==> config.mk <==
export PLATFORM = sky130hd
export DESIGN_NAME = match_controller
export DESIGN_NICKNAME = d
export VERILOG_FILES = /design/src/rtl/match_pkg.sv /design/src/rtl/start_debouncer.sv /design/src/rtl/match_controller.sv
export SDC_FILE = /design/constraint.sdc
export NUM_CORES = 1
export LEC_CHECK = 0
export CAP_MARGIN = 25
export CORE_UTILIZATION = 45
export CTS_BUF_LIST = sky130_fd_sc_hd__clkbuf_4 sky130_fd_sc_hd__clkbuf_8
export DETAILED_ROUTE_END_ITERATION = 10
export HOLD_SLACK_MARGIN = 0.03
export SLEW_MARGIN = 20
export SYNTH_ARGS = -nofsm -noshare
export SYNTH_HDL_FRONTEND = slang
export SYNTH_SLANG_ARGS = --single-unit
==> constraint.sdc <==
create_clock -name clk -period 2.3 [get_ports clk]
set_clock_uncertainty 0.1 [all_clocks]
set_input_delay 0.46 -clock clk [delete_from_list [all_inputs] [get_ports clk]]
set_output_delay 0.46 -clock clk [all_outputs]
set_load 0.01 [all_outputs]
==> src/rtl/match_pkg.sv <==
// Shared types and constants for the foosball match controller.
package match_pkg;

  typedef enum logic [2:0] {
    IDLE,
    SERVE_WAIT,
    PLAY,
    POINT,
    GAME_OVER
  } match_state_t;

  localparam int SCORE_W = 4;

  localparam logic SERVE_P1 = 1'b0;
  localparam logic SERVE_P2 = 1'b1;

  // Saturating score increment; the FSM never increments past the limit.
  function automatic logic [SCORE_W-1:0] sat_inc(input logic [SCORE_W-1:0] s,
                                                  input logic [SCORE_W-1:0] lim);
    return (s >= lim) ? s : s + SCORE_W'(1);
  endfunction

endpackage

==> src/rtl/start_debouncer.sv <==
// Start button conditioning: two-flop synchronizer, stable-level debounce,
// and a one-cycle pulse on the rising edge of the debounced level.
module start_debouncer #(
  parameter int DEBOUNCE_CYCLES = 500000
) (
  input  logic clk,
  input  logic reset,
  input  logic start_game,
  output logic start_pulse
);

  localparam int CW = $clog2(DEBOUNCE_CYCLES);
  localparam logic [CW-1:0] CNT_LAST = CW'(DEBOUNCE_CYCLES - 1);

  logic          sync1, sync2;
  logic          deb, deb_d;
  logic [CW-1:0] cnt;

  always_ff @(posedge clk or negedge reset) begin
    if (!reset) begin
      sync1 <= 1'b0;
      sync2 <= 1'b0;
      deb   <= 1'b0;
      deb_d <= 1'b0;
      cnt   <= '0;
    end else begin
      sync1 <= start_game;
      sync2 <= sync1;
      deb_d <= deb;
      // Any return to the accepted level restarts the stability window.
      if (sync2 == deb) begin
        cnt <= '0;
      end else if (cnt == CNT_LAST) begin
        deb <= sync2;
        cnt <= '0;
      end else begin
        cnt <= cnt + CW'(1);
      end
    end
  end

  assign start_pulse = deb & ~deb_d;

endmodule

==> src/rtl/match_controller.sv <==
// Match sequencing for the foosball game: serve delay, rally gating,
// score keeping and game-over detection.
module match_controller
  import match_pkg::*;
#(
  parameter int WIN_SCORE          = 7,
  parameter int DEBOUNCE_CYCLES    = 500000,
  parameter int SERVE_DELAY_CYCLES = 50000000
) (
  input  logic               clk,
  input  logic               reset,
  input  logic               start_game,
  input  logic               goal_left,
  input  logic               goal_right,
  output logic [SCORE_W-1:0] score1,
  output logic [SCORE_W-1:0] score2,
  output logic               play_enable,
  output logic               serve_dir,
  output logic               game_over,
  output logic               winner
);

  localparam int DW = (SERVE_DELAY_CYCLES > 1) ? $clog2(SERVE_DELAY_CYCLES) : 1;
  localparam logic [DW-1:0]      DLY_LAST = DW'(SERVE_DELAY_CYCLES - 1);
  localparam logic [SCORE_W-1:0] WIN      = SCORE_W'(WIN_SCORE);

  match_state_t       state, state_n;
  logic [SCORE_W-1:0] score1_n, score2_n;
  logic               serve_dir_n, winner_n;
  logic [DW-1:0]      dly, dly_n;
  logic               start_pulse;

  start_debouncer #(.DEBOUNCE_CYCLES(DEBOUNCE_CYCLES)) u_deb (
    .clk         (clk),
    .reset       (reset),
    .start_game  (start_game),
    .start_pulse (start_pulse)
  );

  always_comb begin
    state_n     = state;
    score1_n    = score1;
    score2_n    = score2;
    serve_dir_n = serve_dir;
    winner_n    = winner;
    dly_n       = dly;
    case (state)
      IDLE: begin
        if (start_pulse) begin
          score1_n = '0;
          score2_n = '0;
          dly_n    = '0;
          state_n  = SERVE_WAIT;
        end
      end
      SERVE_WAIT: begin
        if (dly == DLY_LAST) state_n = PLAY;
        else                 dly_n   = dly + DW'(1);
      end
      PLAY: begin
        // Simultaneous goals are treated as a void rally and re-served.
        if (goal_left && goal_right) begin
          dly_n   = '0;
          state_n = SERVE_WAIT;
        end else if (goal_right) begin
          score1_n    = sat_inc(score1, WIN);
          serve_dir_n = SERVE_P2;
          state_n     = POINT;
        end else if (goal_left) begin
          score2_n    = sat_inc(score2, WIN);
          serve_dir_n = SERVE_P1;
          state_n     = POINT;
        end
      end
      POINT: begin
        if (score1 == WIN) begin
          winner_n = 1'b0;
          state_n  = GAME_OVER;
        end else if (score2 == WIN) begin
          winner_n = 1'b1;
          state_n  = GAME_OVER;
        end else begin
          dly_n   = '0;
          state_n = SERVE_WAIT;
        end
      end
      GAME_OVER: begin
        if (start_pulse) begin
          score1_n    = '0;
          score2_n    = '0;
          serve_dir_n = SERVE_P1;
          dly_n       = '0;
          state_n     = SERVE_WAIT;
        end
      end
      default: state_n = IDLE;
    endcase
  end

  always_ff @(posedge clk or negedge reset) begin
    if (!reset) begin
      state       <= IDLE;
      score1      <= '0;
      score2      <= '0;
      serve_dir   <= 1'b0;
      winner      <= 1'b0;
      dly         <= '0;
      play_enable <= 1'b0;
      game_over   <= 1'b0;
    end else begin
      state       <= state_n;
      score1      <= score1_n;
      score2      <= score2_n;
      serve_dir   <= serve_dir_n;
      winner      <= winner_n;
      dly         <= dly_n;
      play_enable <= (state_n == PLAY);
      game_over   <= (state_n == GAME_OVER);
    end
  end

endmodule

==> out/metrics.cfg, run 1 <==
[finish]
syn_to_final_growth_pct=25.90
drive_gt1_share_pct=21.36
nets=417
fillers=641
insertedDiodeCount=0
layout_common_cells=dfrtp_1, nor2_1, buf_4
finalInstanceArea_sq_um=4215
layout_commonest_cell=dfrtp_1

[pwr]
powerDensity_nw_per_um2=649.1
internal_power_mw=2.051
seq_power_share_pct=46.4
power_switching_mw=0.6855
power.leakage_nw=1.955
sw_frac_of_total_pct=25.05
max-vdd-ir-drop_mv=0.4112
power.share.combinational_pct=13.3
p_total_mw=2.736
p_clk_share_pct=40.3

[yosys]
syn_area_per_cell_sq_um=9.677
postSynthCellCount=346
netlist_area_sq_um=3348
synth_top_cell_by_area=dfrtp_1
yosys_warnings=0
synth_top_area_share_pct=47.83
synthTopCellsByArea=dfrtp_1, nor2_1, nand4_1
ys_ff_latch=64
ys_seq_area_share_pct=47.83
synth_edf_count=0
ys_types=59
synthFlopType=dfrtp_1
async_flop_share_pct=100.0
syn_nets=355

[timing]
rsz0062_at_grt=true
fmax_mhz=411.9
slew_headroom_pct=68.03
max_slew.worst_pin.slew_ps=477.8
finalHoldViolations=0
fin_ws_ps=-127.7
period_share_pct=105.6
drv_slew=0
fin_crit_ps=2428
setup_viol=19

[placed_design]
io_buffers=16
placed_cell_area_sq_um=3891
gp_congestion=0.7724
dp_slack_ps=-264.1
hpwlAfterDp_mm=4.938

[clock_tree]
cts_max_path_buffers=2
cts_max_level=3
clkLatencyLatePin_ps=350
clkTransAtPathRegs_ps=70
clkSinkCount=64
cts_root_buf=clkbuf_8
cts_buffers=9
cts_tree=done

[min_path]
hold_start=u_deb.sync1
hold_class=reg -> reg
holdPathStages=0

[worst_setup_path]
cp-startpoint=dly[24]
end_kind=flip-flop
crit_arrival_ps=2600
reg2regPathDepth=5
path_class=reg -> reg
start_kind=flip-flop
crit_path_max_fanout=8
r2r-start=dly[24]
worst_ep_required_time_ps=2480

[grt]
grt_pass1_wl_mm=12.25
grt_max_degree=65
grt_pass1_vias=2599
antenna_found_initial=0
grt-ovfl-total=0
grt_util_all_layers_pct=20.81

[routing]
drc=0
vias=2797
routed_wl_mm=7.471
first_pass_iters=4
drt_iter0_drc=155
postRouteAntennaNets=0
vias_per_cell=5.474
wl_per_cell_um=14.62

[floorplan]
die_area_sq_um=7790
initial_core_util_pct=46.41
rows=31
die-height_um=88.26
io_pins=17
fp.coreArea_sq_um=7214
die_w_um=88.26

[job]
maxCapViolations=0

[run_status]
outcome=complete, but fails checks
violations=negative setup slack

[final cells by class]
| cell class | count | area [sq um] | area share (%) |
|---|---|---|---|
| Clock buffer | 12 | 158.9 | 3.770 |
| Clock inverter | 3 | 65.06 | 1.543 |
| Inverter | 11 | 41.29 | 0.9795 |
| Multi-Input combinational cell | 260 | 1667 | 39.54 |
| Sequential cell | 64 | 1602 | 37.99 |
| Tap cell | 99 | 123.9 | 2.939 |
| Timing Repair Buffer | 62 | 558.0 | 13.24 |
[metal layers]
metal | vias up | wire length [um] | GRT usage (%)
met5 | - | 0 | 0
met4 | 0 | 119 | 7.038
met3 | 13 | 310 | 6.810
met2 | 52 | 3510 | 32.38
met1 | 1349 | 3530 | 27.39
li1 | 1383 | - | -
[stage by stage]
step | instances | hold slack [ps] | utilization, % | setup TNS [ps]
global placement | 492 | 249.9 | 53.94 | -2937
CTS | 510 | 268.2 | 58.00 | -1247
detailed placement | 492 | 246.3 | 53.94 | -3762
finish | 511 | 261.3 | 58.43 | -1183
floorplan | 346 | 64.41 | - | -1620
global route | 511 | 282.4 | 58.43 | -3015
[cells by family after synthesis]
logic type                 count (synthesis)  share of synthesized area (%)
AOI/OAI and AO/OA                         72                          14.87
DFF                                       64                          47.83
buffers and inverters                     23                          3.512
xor gates and xnor gates                  19                          4.970
muxes                                      3                          1.009
and+or+nand+nor                          161                          26.31
adders and majority gates                  4                          1.495
[registers in the layout, summed over array words and instances, names as in the netlist]
signal / flops
u_deb.cnt: 19
u_deb.deb_d: 1
u_deb.sync1: 1
score2: 4
serve_dir: 1
u_deb.sync2: 1
state: 3
play_enable: 1
game_over: 1
score1: 4
u_deb.deb: 1
winner: 1
dly: 26
[path summary, 6_finish.rpt]
| kind | endpoint | slack, ps |
|---|---|---|
| min in group asynchronous | u_deb.cnt[14] | 560 |
| max in group asynchronous | dly[15] | 1260 |
| min | u_deb.sync2 | 260 |
| max reg2reg | play_enable | -130 |
| max | play_enable | -130 |
| min reg2reg | u_deb.sync2 | 260 |
[power by group through the flow]
stage / Clock (mW) / Sequential, mW / Combinational [mW]
6_report: 1.10 / 1.27 / 0.363
5_1_grt: 1.17 / 1.28 / 0.406
4_1_cts: 1.13 / 1.27 / 0.354
3_5_place_dp: 0 / 1.29 / 0.341
3_3_place_gp: 0 / 1.29 / 0.330
2_1_floorplan: 0 / 1.30 / 0.172
[synthesized netlist by cell type, drive strengths merged, types with 2 or more instances]
master and instances:
mux2 3, nand3b 4, and3 13, a21boi 2, or3 5, a22o 2
buf 7, inv 11, nand4 16, nand3 14, and4 3, a211oi 2
nand2 25, ha 4, nor2 41, nand2b 4, clkbuf 5, o21ai 11
xor2 10, and2 2, or4 4, nor3 14, o21a 2, a31o 3
xnor2 9, a221o 2, or2 4, nor2b 3, a211o 6, nor4 6
a21o 8, a31oi 9, dfrtp 64, a21oi 17
[worst max-delay path, cell delays in order, from the launching register on]
cell and delay [ps]:
dfrtp_1 380, or4bb_1 500, or4_4 610, o21a_4 280, or3_4 340, nor3_2 150
[what timing repair did]
action                                  4_1_cts  5_1_grt
buffers inserted                              1        0
pin swaps                                     4        8
endpoints found under the setup margin       28       28
gates cloned                                  1        1
hold buffers                                  1        0
resized for setup                            11       10
endpoints found under the hold margin        19        0
(Power assumes the default switching activity.)
==> run 2, diff against run 1 <==
--- a/config.mk
+++ b/config.mk
@@ -9,8 +9,9 @@
 export CORE_UTILIZATION = 45
 export CTS_BUF_LIST = sky130_fd_sc_hd__clkbuf_4 sky130_fd_sc_hd__clkbuf_8
 export DETAILED_ROUTE_END_ITERATION = 10
+export DONT_BUFFER_PORTS = 1
 export HOLD_SLACK_MARGIN = 0.03
-export SLEW_MARGIN = 20
+export SLEW_MARGIN = 0
 export SYNTH_ARGS = -nofsm -noshare
 export SYNTH_HDL_FRONTEND = slang
 export SYNTH_SLANG_ARGS = --single-unit
==> out/metrics.cfg, run 2 (same netlist as run 1, synthesis figures left out) <==
[worst_setup_path]
critPathMaxStageDelay_ps=610  ; about the same
r2r-start=dly[11]
cp-startpoint=dly[11]
end_kind=flip-flop
start_kind=flip-flop
crit_chain=or4_1 > or4_4 > o21a_4 > or3_4 > nor3_2
crit_arrival_ps=2600  ; about the same
cpMaxStageDelayCell=or4_4
worst_ep_required_time_ps=2470  ; about the same
path_class=reg -> reg
crit_path_max_fanout=6  ; -2

[pwr]
power.share.combinational_pct=12.9  ; -0.4 points
sw_frac_of_total_pct=25.28  ; +0.22 points
p_clk_share_pct=42.6  ; +2.3 points
powerDensity_nw_per_um2=680.3  ; +4.8%
power_switching_mw=0.7211  ; +5.2%
power.leakage_nw=1.946  ; -0.48%
seq_power_share_pct=44.5  ; -1.9 points
max-vdd-ir-drop_mv=0.4299  ; +4.5%
internal_power_mw=2.132  ; +4.0%

[placed_design]
io_buffers=0  ; -16
placed_cell_area_sq_um=3756  ; -3.5%
hpwlAfterDp_mm=4.953  ; +0.31%
place_inst=477  ; -3.0%
gp_congestion=0.7748  ; +0.31%

[routing]
routed_wl_mm=7.623  ; +2.0%
drc=0  ; unchanged
vias=2784  ; -0.46%
postRouteAntennaNets=0  ; unchanged
first_pass_iters=5  ; +1
wl_per_cell_um=15.19  ; +3.9%
drt_iter0_drc=108  ; -30%
vias_per_cell=5.546  ; +1.3%

[timing]
setup_viol=19  ; unchanged
fin_crit_ps=2430  ; +2.546 ps
drv_slew=0  ; unchanged
finalHoldViolations=0  ; unchanged
finalSetupTns_ps=-1099  ; +83.79 ps
rsz0062_at_grt=true
period_share_pct=105.7  ; +0.11 points
slew_headroom_pct=70.30  ; +2.3 points
fmax_mhz=411.5  ; -0.10%
max_slew.worst_pin.slew_ps=443.9  ; -33.94 ps
fin_ws_ps=-130.3  ; -2.546 ps

[clock_tree]
cts_max_path_buffers=2  ; unchanged
clkSinkCount=64  ; unchanged
cts_root_buf=clkbuf_8
cts_buffers=9  ; unchanged
cts_tree=done
cts_max_level=3  ; unchanged
clkLatencyLatePin_ps=350  ; about the same
clkTransAtPathRegs_ps=70  ; about the same

[finish]
largest_reg_flops=26  ; unchanged
insertedDiodeCount=0  ; unchanged
multi_input_area_sq_um=1703  ; +2.2%
drive_gt1_share_pct=24.32  ; +3.0 points
fillers=625  ; -2.5%
finalInstanceArea_sq_um=4194  ; -0.50%
layout_commonest_cell=dfrtp_1
nets=407  ; -2.4%
syn_to_final_growth_pct=25.26
layout.cells.non_filler=502  ; -1.8%
ff_latch_area_sq_um=1602  ; unchanged
reg.largest.list=dly: 26 flops, u_deb.cnt: 19 flops
largest_register=dly
layout_common_cells=dfrtp_1, buf_4, nor2_1

[grt]
antenna_found_initial=0  ; unchanged
grt_pass1_vias=2571  ; -1.1%
grt-ovfl-total=0  ; unchanged
grt_util_all_layers_pct=20.77  ; -0.040 points
grt_pass1_wl_mm=12.19  ; -0.51%
grt_max_degree=65  ; unchanged

[run_status]
outcome=complete, but fails checks
violations=negative setup slack

[floorplan]
die_area_sq_um=7790  ; unchanged
die-height_um=88.26  ; unchanged
rows=31  ; unchanged
fp.coreArea_sq_um=7214  ; unchanged
io_pins=17  ; unchanged
die_w_um=88.26  ; unchanged
initial_core_util_pct=46.41  ; unchanged

[job]
maxCapViolations=0  ; unchanged

[min_path]
hold_start=goal_left
hold_class=in -> reg

==> run 2: cell count changes in the layout (fill, tap and decap cells not counted), sizes merged <==
| cell | before | now |
|---|---|---|
| clkbuf | 12 | 11 |
| buf | 46 | 49 |
| inv | 11 | 12 |
| bufinv | 2 | 3 |
| clkinvlp | 0 | 2 |
| clkdlybuf4s50 | 15 | 0 |
| clkinv | 1 | 0 |
| dlygate4sd3 | 1 | 2 |
==> run 2: through the flow <==
step                power (mW)  hold WS, ps  setup WS, ps  util [%]
floorplan                1.468        64.41        -130.1         -
global placement         1.592        65.92        -107.6     52.06
detailed placement       1.603        66.34        -169.4     52.06
CTS                      2.869        233.0        -121.1     56.99
global route             2.987        267.2        -183.7     58.13
finish                   2.853        244.7        -130.3     58.13
==> run 2: worst paths after layout <==
| kind | end | slack (ps) | cells past startpoint |
|---|---|---|---|
| max in group asynchronous | dly[12] | 1280 | 2 |
| max reg2reg | play_enable | -130 | 5 |
| min | serve_dir | 240 | 2 |
| min reg2reg | u_deb.sync2 | 270 | 0 |
| min in group asynchronous | u_deb.cnt[16] | 540 | 2 |
| max | play_enable | -130 | 5 |
==> run 2: cell type report <==
type	instances	share of cell area, %
clock inverters	6	2.715
clock buffers	10	3.282
multi-input cells	260	40.60
flip-flops and latches	64	38.19
inverters	11	0.9845
well taps	99	2.953
repair buffers	52	11.28
==> run 2: what timing repair did <==
action,CTS,global route
pin swaps,10,8
cloned,1,1
resized for setup,9,13
endpoints found under the setup margin,28,28
hold buffers,3,0
hold endpoints to repair,65,0
buffers inserted,3,1
==> run 2: power by group through the flow <==
stage	registers, mW	clock network (mW)	logic [mW]
detailed placement	1.29	0	0.314
global route	1.28	1.29	0.408
finish	1.27	1.21	0.369
CTS	1.27	1.24	0.356
floorplan	1.30	0	0.172
global placement	1.29	0	0.305
==> run 2: layer usage <==
layer  global-route usage, %  up-vias  part of all wire (%)
li1                        -     1375                     -
met1                   27.15     1340                    46
met2                   33.43       61                    48
met3                   6.903        8                   5.3
met4                   4.985        0                   1.0
met5                       0        -                     0
==> run 2: worst max-delay path: cells and delay by family, from the launching register on <==
family / cells / cell delay (ps)
compound gates: 1 / 270
flops: 1 / 370
simple gates: 4 / 1610
